## config.mk

```make
export PLATFORM = sky130hd
export DESIGN_NAME = vpu_wb_addr_gen
export DESIGN_NICKNAME = d
export VERILOG_FILES = /design/src/rtl/ldpc_dec_pkg.sv /design/src/rtl/wb_ptr.sv /design/src/rtl/vpu_wb_addr_gen.sv
export SDC_FILE = /design/constraint.sdc
export NUM_CORES = 1
export LEC_CHECK = 0
export CAP_MARGIN = 0
export CELL_PAD_IN_SITES_DETAIL_PLACEMENT = 2
export CELL_PAD_IN_SITES_GLOBAL_PLACEMENT = 2
export CORE_UTILIZATION = 38
export CTS_BUF_LIST = sky130_fd_sc_hd__clkbuf_4 sky130_fd_sc_hd__clkbuf_8 sky130_fd_sc_hd__clkbuf_16
export DETAILED_ROUTE_END_ITERATION = 10
export PLACE_DENSITY = 0.93
export SYNTH_ARGS = -nofsm -noshare
export SYNTH_HDL_FRONTEND = slang
export SYNTH_SLANG_ARGS = --single-unit
```

## constraint.sdc

```tcl
create_clock -name clk -period 4.12 [get_ports clk]
set_input_delay 0.618 -clock clk [delete_from_list [all_inputs] [get_ports clk]]
set_output_delay 0.618 -clock clk [all_outputs]
set_load 0.03 [all_outputs]
```

## src/rtl/ldpc_dec_pkg.sv

```systemverilog
// Shared constants for the GF(257) 4x24 LDPC decoder: bank geometry, circulant row offsets, VPU write-back FSM states.
// The row-offset table is common to the VPU read and write address generators.
package ldpc_dec_pkg;

    localparam int NBANK = 27;
    localparam int NMAIN = 24;

    // Entries 0..23 are the main banks; 24..26 are the appendix banks.
    localparam int unsigned ROW_START [NBANK] = '{
        9, 72, 177, 47, 198, 97, 94, 212, 30, 247, 10, 189,
        126, 18, 84, 57, 70, 36, 101, 42, 246, 35, 125, 106,
        102, 112, 208
    };

    typedef enum logic {
        ST_IDLE  = 1'b0,
        ST_WRITE = 1'b1
    } wb_state_t;

endpackage

```

## src/rtl/wb_ptr.sv

```systemverilog
// Loadable modulo-Z address pointer: load jumps to the bank's row offset, inc steps and wraps Z-1 -> 0.
// Value updates the cycle after load/inc; no backpressure.
module wb_ptr #(
    parameter int          ADDR_WIDTH = 8,
    parameter int          Z          = 256,
    parameter int unsigned INIT       = 0
) (
    input  logic                  clk,
    input  logic                  rst_n,
    input  logic                  i_load,
    input  logic                  i_inc,
    output logic [ADDR_WIDTH-1:0] o_value
);

    localparam logic [ADDR_WIDTH-1:0] INIT_V = ADDR_WIDTH'(INIT % Z);
    // Explicit compare so a non-power-of-two Z still wraps correctly.
    localparam logic [ADDR_WIDTH-1:0] LAST_V = ADDR_WIDTH'(Z - 1);

    logic [ADDR_WIDTH-1:0] r_value;

    always_ff @(posedge clk or negedge rst_n) begin
        if (!rst_n) begin
            r_value <= '0;
        end else if (i_load) begin
            r_value <= INIT_V;
        end else if (i_inc) begin
            r_value <= (r_value == LAST_V) ? '0 : r_value + 1'b1;
        end
    end

    assign o_value = r_value;

endmodule

```

## src/rtl/vpu_wb_addr_gen.sv

```systemverilog
// VPU write-back address generator: one write strobe per result beat across all 27 banks, done on the LEN-th write.
// Latency res_vld -> wr_en is 1 cycle; no backpressure, gaps in res_vld are simply held over.
module vpu_wb_addr_gen
    import ldpc_dec_pkg::*;
#(
    parameter int ADDR_WIDTH = 8,
    parameter int Z          = 256,
    parameter int LEN        = 256
) (
    input  logic                        clk,
    input  logic                        rst_n,
    input  logic                        start,
    input  logic                        res_vld,
    output logic                        wr_en,
    output logic [NBANK*ADDR_WIDTH-1:0] wr_addr,
    output logic                        busy,
    output logic                        done,
    output logic                        err_unexp
);

    localparam logic [8:0] LAST_BEAT = 9'(LEN - 1);

    wb_state_t                   r_state;
    wb_state_t                   w_state_nxt;
    logic [8:0]                  r_cnt;
    logic                        w_load;
    logic                        w_beat;
    logic                        w_last;
    logic [NBANK*ADDR_WIDTH-1:0] w_ptrs;
    logic [NBANK*ADDR_WIDTH-1:0] r_wr_addr;
    logic                        r_wr_en;
    logic                        r_done;
    logic                        r_err;

    always_comb begin
        w_state_nxt = r_state;
        w_load      = 1'b0;
        w_beat      = 1'b0;
        w_last      = 1'b0;
        case (r_state)
            ST_IDLE: begin
                if (start) begin
                    w_load      = 1'b1;
                    w_state_nxt = ST_WRITE;
                end
            end
            ST_WRITE: begin
                if (res_vld) begin
                    w_beat = 1'b1;
                    if (r_cnt == LAST_BEAT) begin
                        w_last      = 1'b1;
                        w_state_nxt = ST_IDLE;
                    end
                end
            end
            default: w_state_nxt = ST_IDLE;
        endcase
    end

    always_ff @(posedge clk or negedge rst_n) begin
        if (!rst_n) begin
            r_state <= ST_IDLE;
        end else begin
            r_state <= w_state_nxt;
        end
    end

    always_ff @(posedge clk or negedge rst_n) begin
        if (!rst_n) begin
            r_cnt     <= '0;
            r_wr_en   <= 1'b0;
            r_done    <= 1'b0;
            r_wr_addr <= '0;
            r_err     <= 1'b0;
        end else begin
            if (w_load) begin
                r_cnt <= '0;
            end else if (w_beat) begin
                r_cnt <= r_cnt + 9'd1;
            end
            r_wr_en <= w_beat;
            r_done  <= w_last;
            if (w_beat) begin
                r_wr_addr <= w_ptrs;
            end
            // A beat in the start cycle still counts as unexpected.
            if (r_state == ST_IDLE && res_vld) begin
                r_err <= 1'b1;
            end else if (w_load) begin
                r_err <= 1'b0;
            end
        end
    end

    for (genvar k = 0; k < NBANK; k++) begin : g_bank
        wb_ptr #(
            .ADDR_WIDTH (ADDR_WIDTH),
            .Z          (Z),
            .INIT       (ROW_START[k])
        ) u_ptr (
            .clk     (clk),
            .rst_n   (rst_n),
            .i_load  (w_load),
            .i_inc   (w_beat),
            .o_value (w_ptrs[k*ADDR_WIDTH +: ADDR_WIDTH])
        );
    end

    assign wr_en     = r_wr_en;
    assign wr_addr   = r_wr_addr;
    assign busy      = (r_state == ST_WRITE);
    assign done      = r_done;
    assign err_unexp = r_err;

endmodule
```

# Word level (Yosys, flattened, before mapping)
# Cells that the tools add are included.
word_totals:
  register_bits: 445
  in_bits: 4
  output_inout_bits: 220
  elab_cells: 188
classes:
  addsub: 28
  eq_ne: 28
  mux: 95
  bitwise: 1
  n_reduce_logical: 3
ops:
  columns: ["cell", "count"]
  rows:
  - ["8-bit two-way mux", 81]
  - ["8-bit by 1-bit adder with 8-bit output (second input constant)", 27]
  - ["8-bit equality test (second input constant)", 27]
  - ["9-bit two-way mux", 2]
  - ["1-bit two-way mux", 11]
  - ["9-bit by 1-bit adder with 9-bit output (second input constant)", 1]
  - ["9-bit by 8-bit equality test with 1-bit output (second input constant)", 1]
  - ["2-bit nonzero test", 2]
  - ["1-bit case mux with 2 select lines", 1]
  - ["1-bit logical AND", 1]
  - ["1-bit NOT", 1]

# Depth between registers and ports, before layout
depth:
  depth_word: 4
  mapped_depth: 8
  mapped_depth_nobuf: 6

# By module
# From an unflattened synthesis, not the netlist that was laid out.
hier_totals:
  cells_unflattened: 2168
  area_unflattened_um2: 20261.9
by_module_without_submodules:
  columns: ["module", "n_inst", "cells_each", "area_each_um2", "seq_area_each_um2"]
  rows:
  - ["vpu_wb_addr_gen", 1, 972, 8653.3, 5730.5]
  - ["wb_ptr (g_bank[14].u_ptr ...)", 3, 44, 422.9, 200.2]
  - ["wb_ptr (g_bank[20].u_ptr ...)", 2, 42, 420.4, 200.2]
  - ["wb_ptr (g_bank[11].u_ptr ...)", 2, 44, 419.2, 200.2]
  - ["wb_ptr (g_bank[7].u_ptr)", 1, 47, 455.4, 200.2]
  - ["wb_ptr (g_bank[19].u_ptr)", 1, 47, 452.9, 200.2]
  - ["wb_ptr (g_bank[17].u_ptr)", 1, 47, 450.4, 200.2]
  - ["wb_ptr (g_bank[10].u_ptr)", 1, 46, 449.2, 200.2]
  - ["wb_ptr (g_bank[21].u_ptr)", 1, 46, 447.9, 200.2]
  - ["wb_ptr (g_bank[23].u_ptr)", 1, 47, 444.2, 200.2]
  - ["wb_ptr (g_bank[13].u_ptr)", 1, 44, 436.7, 200.2]
  - ["wb_ptr (g_bank[3].u_ptr)", 1, 47, 436.7, 200.2]
  - ["wb_ptr (g_bank[4].u_ptr)", 1, 43, 435.4, 200.2]
  - ["wb_ptr (g_bank[0].u_ptr)", 1, 43, 430.4, 200.2]
  - ["+10 rows", null, null, null, null]

# Least setup slack after synthesis
# OpenSTA, ideal clock, no wires.
synth_timing:
  kind: "register to register"
  start: "register r_state, in the netlist busy"
  end: "register g_bank[19].u_ptr.r_value[3]"
  setup_time_ns: 0.123
  arrival_ns: 1.583
  t_required_ns: 3.997
  setup_slack_ns: 2.413
  stages_incl_launch_ff: 8
  n_path_buf: 4
  period_less_slack_ns: 1.707
  path_cell_list: "dfrtp_1 -> buf_2 -> nand2_2 -> buf_2 -> buf_2 -> buf_2 -> a211oi_1 -> nand2_1"
synth_between:
  elab_chain_len: 2
  elab_cells_between_ends: 4
  cone_classes: "mux (3); reduce/logical (1)"
synth_lines:
  columns: ["item", "line_no", "text"]
  rows:
  - ["start: declaration", "vpu_wb_addr_gen.sv:23", "wb_state_t r_state;"]
  - ["start signal: assignment", "vpu_wb_addr_gen.sv:64", "r_state <= w_state_nxt;"]
  - ["1-bit two-way mux", "vpu_wb_addr_gen.sv:40", "case (r_state)"]
  - ["8-bit two-way mux / 2-bit nonzero test (equally long branches)", null, null]
  - ["end signal: assignment", "wb_ptr.sv:27", "r_value <= (r_value == LAST_V) ? '0 : r_value + 1'b1;"]
  - ["end: declaration", "wb_ptr.sv:19", "logic [ADDR_WIDTH-1:0] r_value;"]
# Parallel ways exist; a longest one is shown, timed or not.
# A chain may end at the register's enable or synchronous reset.

# Final worst setup path
layout_timing:
  start: "input res_vld"
  end: "register g_bank[13].u_ptr.r_value[3]"
layout_between:
  elab_chain_len: 3
layout_lines:
  columns: ["item", "line_no", "text"]
  rows:
  - ["start: declaration", "vpu_wb_addr_gen.sv:13", "input logic res_vld,"]
  - ["1-bit two-way mux", "vpu_wb_addr_gen.sv:48", "if (res_vld) begin"]
  - ["1-bit two-way mux", "vpu_wb_addr_gen.sv:40", null]
  - ["2-bit nonzero test (no source line)", null, null]
  - ["end signal: assignment", "wb_ptr.sv:27", null]
  - ["end: declaration", "wb_ptr.sv:19", null]
# Every way passes these cells.

==> reports/metrics.csv <==
stage;metric;value;unit
critical_path;CP cell instances;clkdlybuf4s50_1 -> nand2_8 -> inv_8 -> buf_4 -> o31ai_1 -> o21ai_0 -> a22o_1;
timing;Final Cycle Share;71.2;%
layout;fill count;5253;
clock_tree;post-CTS sizing;0;
synthesis;ys flop type;dfrtp_1;
timing;final setup fails;0;
floorplan;core area;50300;sq um
critical_path;CP Buf/Inv Count;3;
synthesis;post-synthesis cell type count;56;
drt;Via density;5.58;
synthesis;Post-Synthesis Cells;2096;
critical_path;CP max-delay cell;clkdlybuf4s50_1;
drt;post-route ant nets;0;
floorplan;row count;82;
timing;final setup skew;0.0205;ns
synthesis;Synth Register Bits;445;
timing;f_max;0.341;GHz
grt;overall routing resource usage;26.5;%
placed_design;DP HPWL;43700;um
clock_tree;number of CTS-inserted buffers;50;
layout;ant diodes;0;
drt;drt total wl;68000;um
timing;Final Max Tran Viols;0;
timing;Hold Vio Cnt, Final;0;
layout;Layout Nets;2323;
critical_path;worst setup path category;input port to flop;
power;leakage;11.2;nW
clock_tree;CTS Hold Bufs;0;
synthesis;area leader, netlist;dfrtp_1;
timing;Max-slew headroom;35.4;%
grt;first-pass GRT wire length;111000;um
floorplan;die footprint;51900;sq um
drt;Pre-Repair DR Iteration Count;4;
power;VDD IR-drop max;0.367;mV
timing;unrepaired setup endpoints after global routing;no;
synthesis;Synth Area per Inst;9.25;sq um
synthesis;top cells by area, synth;dfrtp_1, nand2_1, o21ai_0;
placed_design;number of I/O port buffers;223;
synthesis;Syn Nets;2129;
synthesis;ys async rst share;100;%
drt;WL/cell;22.7;um
critical_path;Critical Path RT;4.67;ns
floorplan;IO Count;224;
outcome;status;complete, no violations;
synthesis;yosys synthesis warning count;0;
synthesis;post-synthesis instance area;19400;sq um
timing;crit path time final;2.93;ns
layout;Area growth, synth to finish;23.6;%
placed_design;post-placement cell count;2910;
clock_tree;H-tree levels;2;
critical_path;Crit. End Element;flop;
timing;Worst-Margin Slew;0.969;ns
drt;total number of vias;16700;
floorplan;Die X;228;um
grt;Overflow after GRT;0;
layout;Post-Layout Cell Count;2996;
synthesis;Seq/Total Area, Yosys;57.5;%
synthesis;EDFF count, synth;0;
critical_path;Startpoint Class;input port;
critical_path;CP delay by family, top;buffers and inverters;
floorplan;Initial Util;38.6;%
critical_path;crit path DAT;3.49;ns
layout;layout cells sized above 1;5.98;%
floorplan;chip height;228;um
placed_design;gpl congestion;0.785;
clock_tree;Clock Latency Late Sink;0.61;ns
clock_tree;Post-CTS Setup Repair Bufs;0;
critical_path;crit path max fanout;126;
worst_hold_path;worst min path class;input port to async pin;
clock_tree;Root Buffer;clkbuf_16;
synthesis;post-synth top area share;57.5;%
drt;Detailed Route Iter0 Violations;1057;
critical_path;Critical Path Max Stage Delay;0.76;ns
clock_tree;CTS clock-pin slew for the worst setup and hold paths;0.06;ns
grt;pin count of the biggest net entering global routing;127;
clock_tree;Num Clock Sinks;445;
clock_tree;maximum buffer depth of the clock tree;3;
clock_tree;CTS tree;built;
power;Power Density;707;nW/um^2
timing;setup TNS;0;ns
grt;initial antenna violation count;0;
grt;vias in the first global route;19200;
drt;drt drc;0;
flow_run;Max Cap Violations;0;
## Yosys cell counts (all sizes together) (5+ instances only)
master / number
nand3: 84
buf: 78
a31oi: 27
mux2i: 5
a21o: 12
a21oi: 56
a41oi: 6
nor4: 8
nand2: 798
o31ai: 14
a211oi: 5
a22o: 20
xor2: 36
a211o: 9
or3: 13
clkbuf: 35
ha: 29
nand4: 46
dfrtp: 445
o211ai: 7
and3: 52
o22a: 15
inv: 9
nor2: 59
o21ai: 129
and4: 13
o311ai: 10
mux2: 7
nor3: 23
## registers in the layout, indices dropped and copies added (netlist names)
register,flops
done,1
g_bank.u_ptr.o_value,216
wr_addr,216
wr_en,1
r_cnt,9
busy,1
err_unexp,1
## cells in the final DEF, fill, tap and decap left out, types with 8 or more instances in the layout
| master | count |
|---|---|
| a211o_1 | 9 |
| clkbuf_8 | 14 |
| or3_1 | 13 |
| nor2_1 | 59 |
| o31ai_1 | 14 |
| xor2_1 | 36 |
| o311ai_0 | 9 |
| o22a_1 | 15 |
| clkbuf_4 | 13 |
| ha_1 | 29 |
| clkdlybuf4s50_1 | 222 |
| and3_1 | 52 |
| o21ai_0 | 129 |
| a21oi_1 | 56 |
| nor4_1 | 8 |
| buf_4 | 25 |
| and4_1 | 13 |
| nand2_1 | 796 |
| inv_1 | 8 |
| nand3_1 | 84 |
| dfrtp_1 | 445 |
| clkbuf_16 | 50 |
| nor3_1 | 23 |
| a31oi_1 | 27 |
| a22o_1 | 20 |
| a21o_1 | 12 |
| nand4_1 | 46 |
## power breakdown
group / internal (W) / total [W] / switching [W]
Combinational: 0.00197 / 0.00505 / 0.00308
Sequential: 0.00571 / 0.00735 / 0.00165
Clock: 0.00263 / 0.00452 / 0.00190
## cells by family after synthesis
logic type               count (synthesis)  share of synthesized area, %
buffers and inverters                  122                          2.85
adder cells (fa/ha/maj)                 29                          1.87
flip-flops                             445                          57.5
multiplexers                            12                         0.665
AND/OR/NAND/NOR                       1111                          24.3
XOR/XNOR                                40                          1.81
AO/OA/AOI/OAI                          337                          11.0
## final timing paths
check | startpoint | endpoint | slack, ns | depth (start not counted)
setup / recovery | res_vld | g_bank[13].u_ptr.o_value[3] | 1.19 | 7
hold reg to reg | wr_addr[164] | wr_addr[164] | 0.47 | 2
min in group clk | wr_addr[164] | wr_addr[164] | 0.47 | 2
hold / removal | rst_n | wr_addr[204] | 0.08 | 1
setup reg to reg | busy | g_bank[13].u_ptr.o_value[3] | 1.26 | 6
max in group asynchronous | rst_n | g_bank[14].u_ptr.o_value[5] | 2.88 | 2
## cell type report
type                       count  area, sq um  share of cell area (%)
clock inverter                 9         88.8                   0.371
multi-input combinational   1529         7740                    32.3
clock buffer                  77         1540                    6.44
tap                          672          841                    3.51
inverter                       9         41.3                   0.172
sequential                   445        11100                    46.5
timing repair buffer         255         2560                    10.7
## metrics by stage
step,util [%],hold slack [ns],cell area [sq um],power (W),worst slack (ns)
6_report,47.6,0.0798,23900,0.0169,1.19
4_1_cts,47.6,0.118,23900,0.0171,1.17
3_3_place_gp,44.4,0.458,22300,0.0118,0.760
2_1_floorplan,-,0.322,19400,0.00979,2.41
5_1_grt,47.6,0.149,23900,0.0177,0.966
3_5_place_dp,44.4,0.465,22300,0.0124,0.550
## routing by layer
layer,share of wire (%),track usage (%),vias up
met1,41,32.1,8774
met3,3.2,3.70,122
met5,0,0,-
met4,2.7,8.80,0
met2,53,48.2,289
li1,-,-,7520
(Power assumes the default switching activity.)
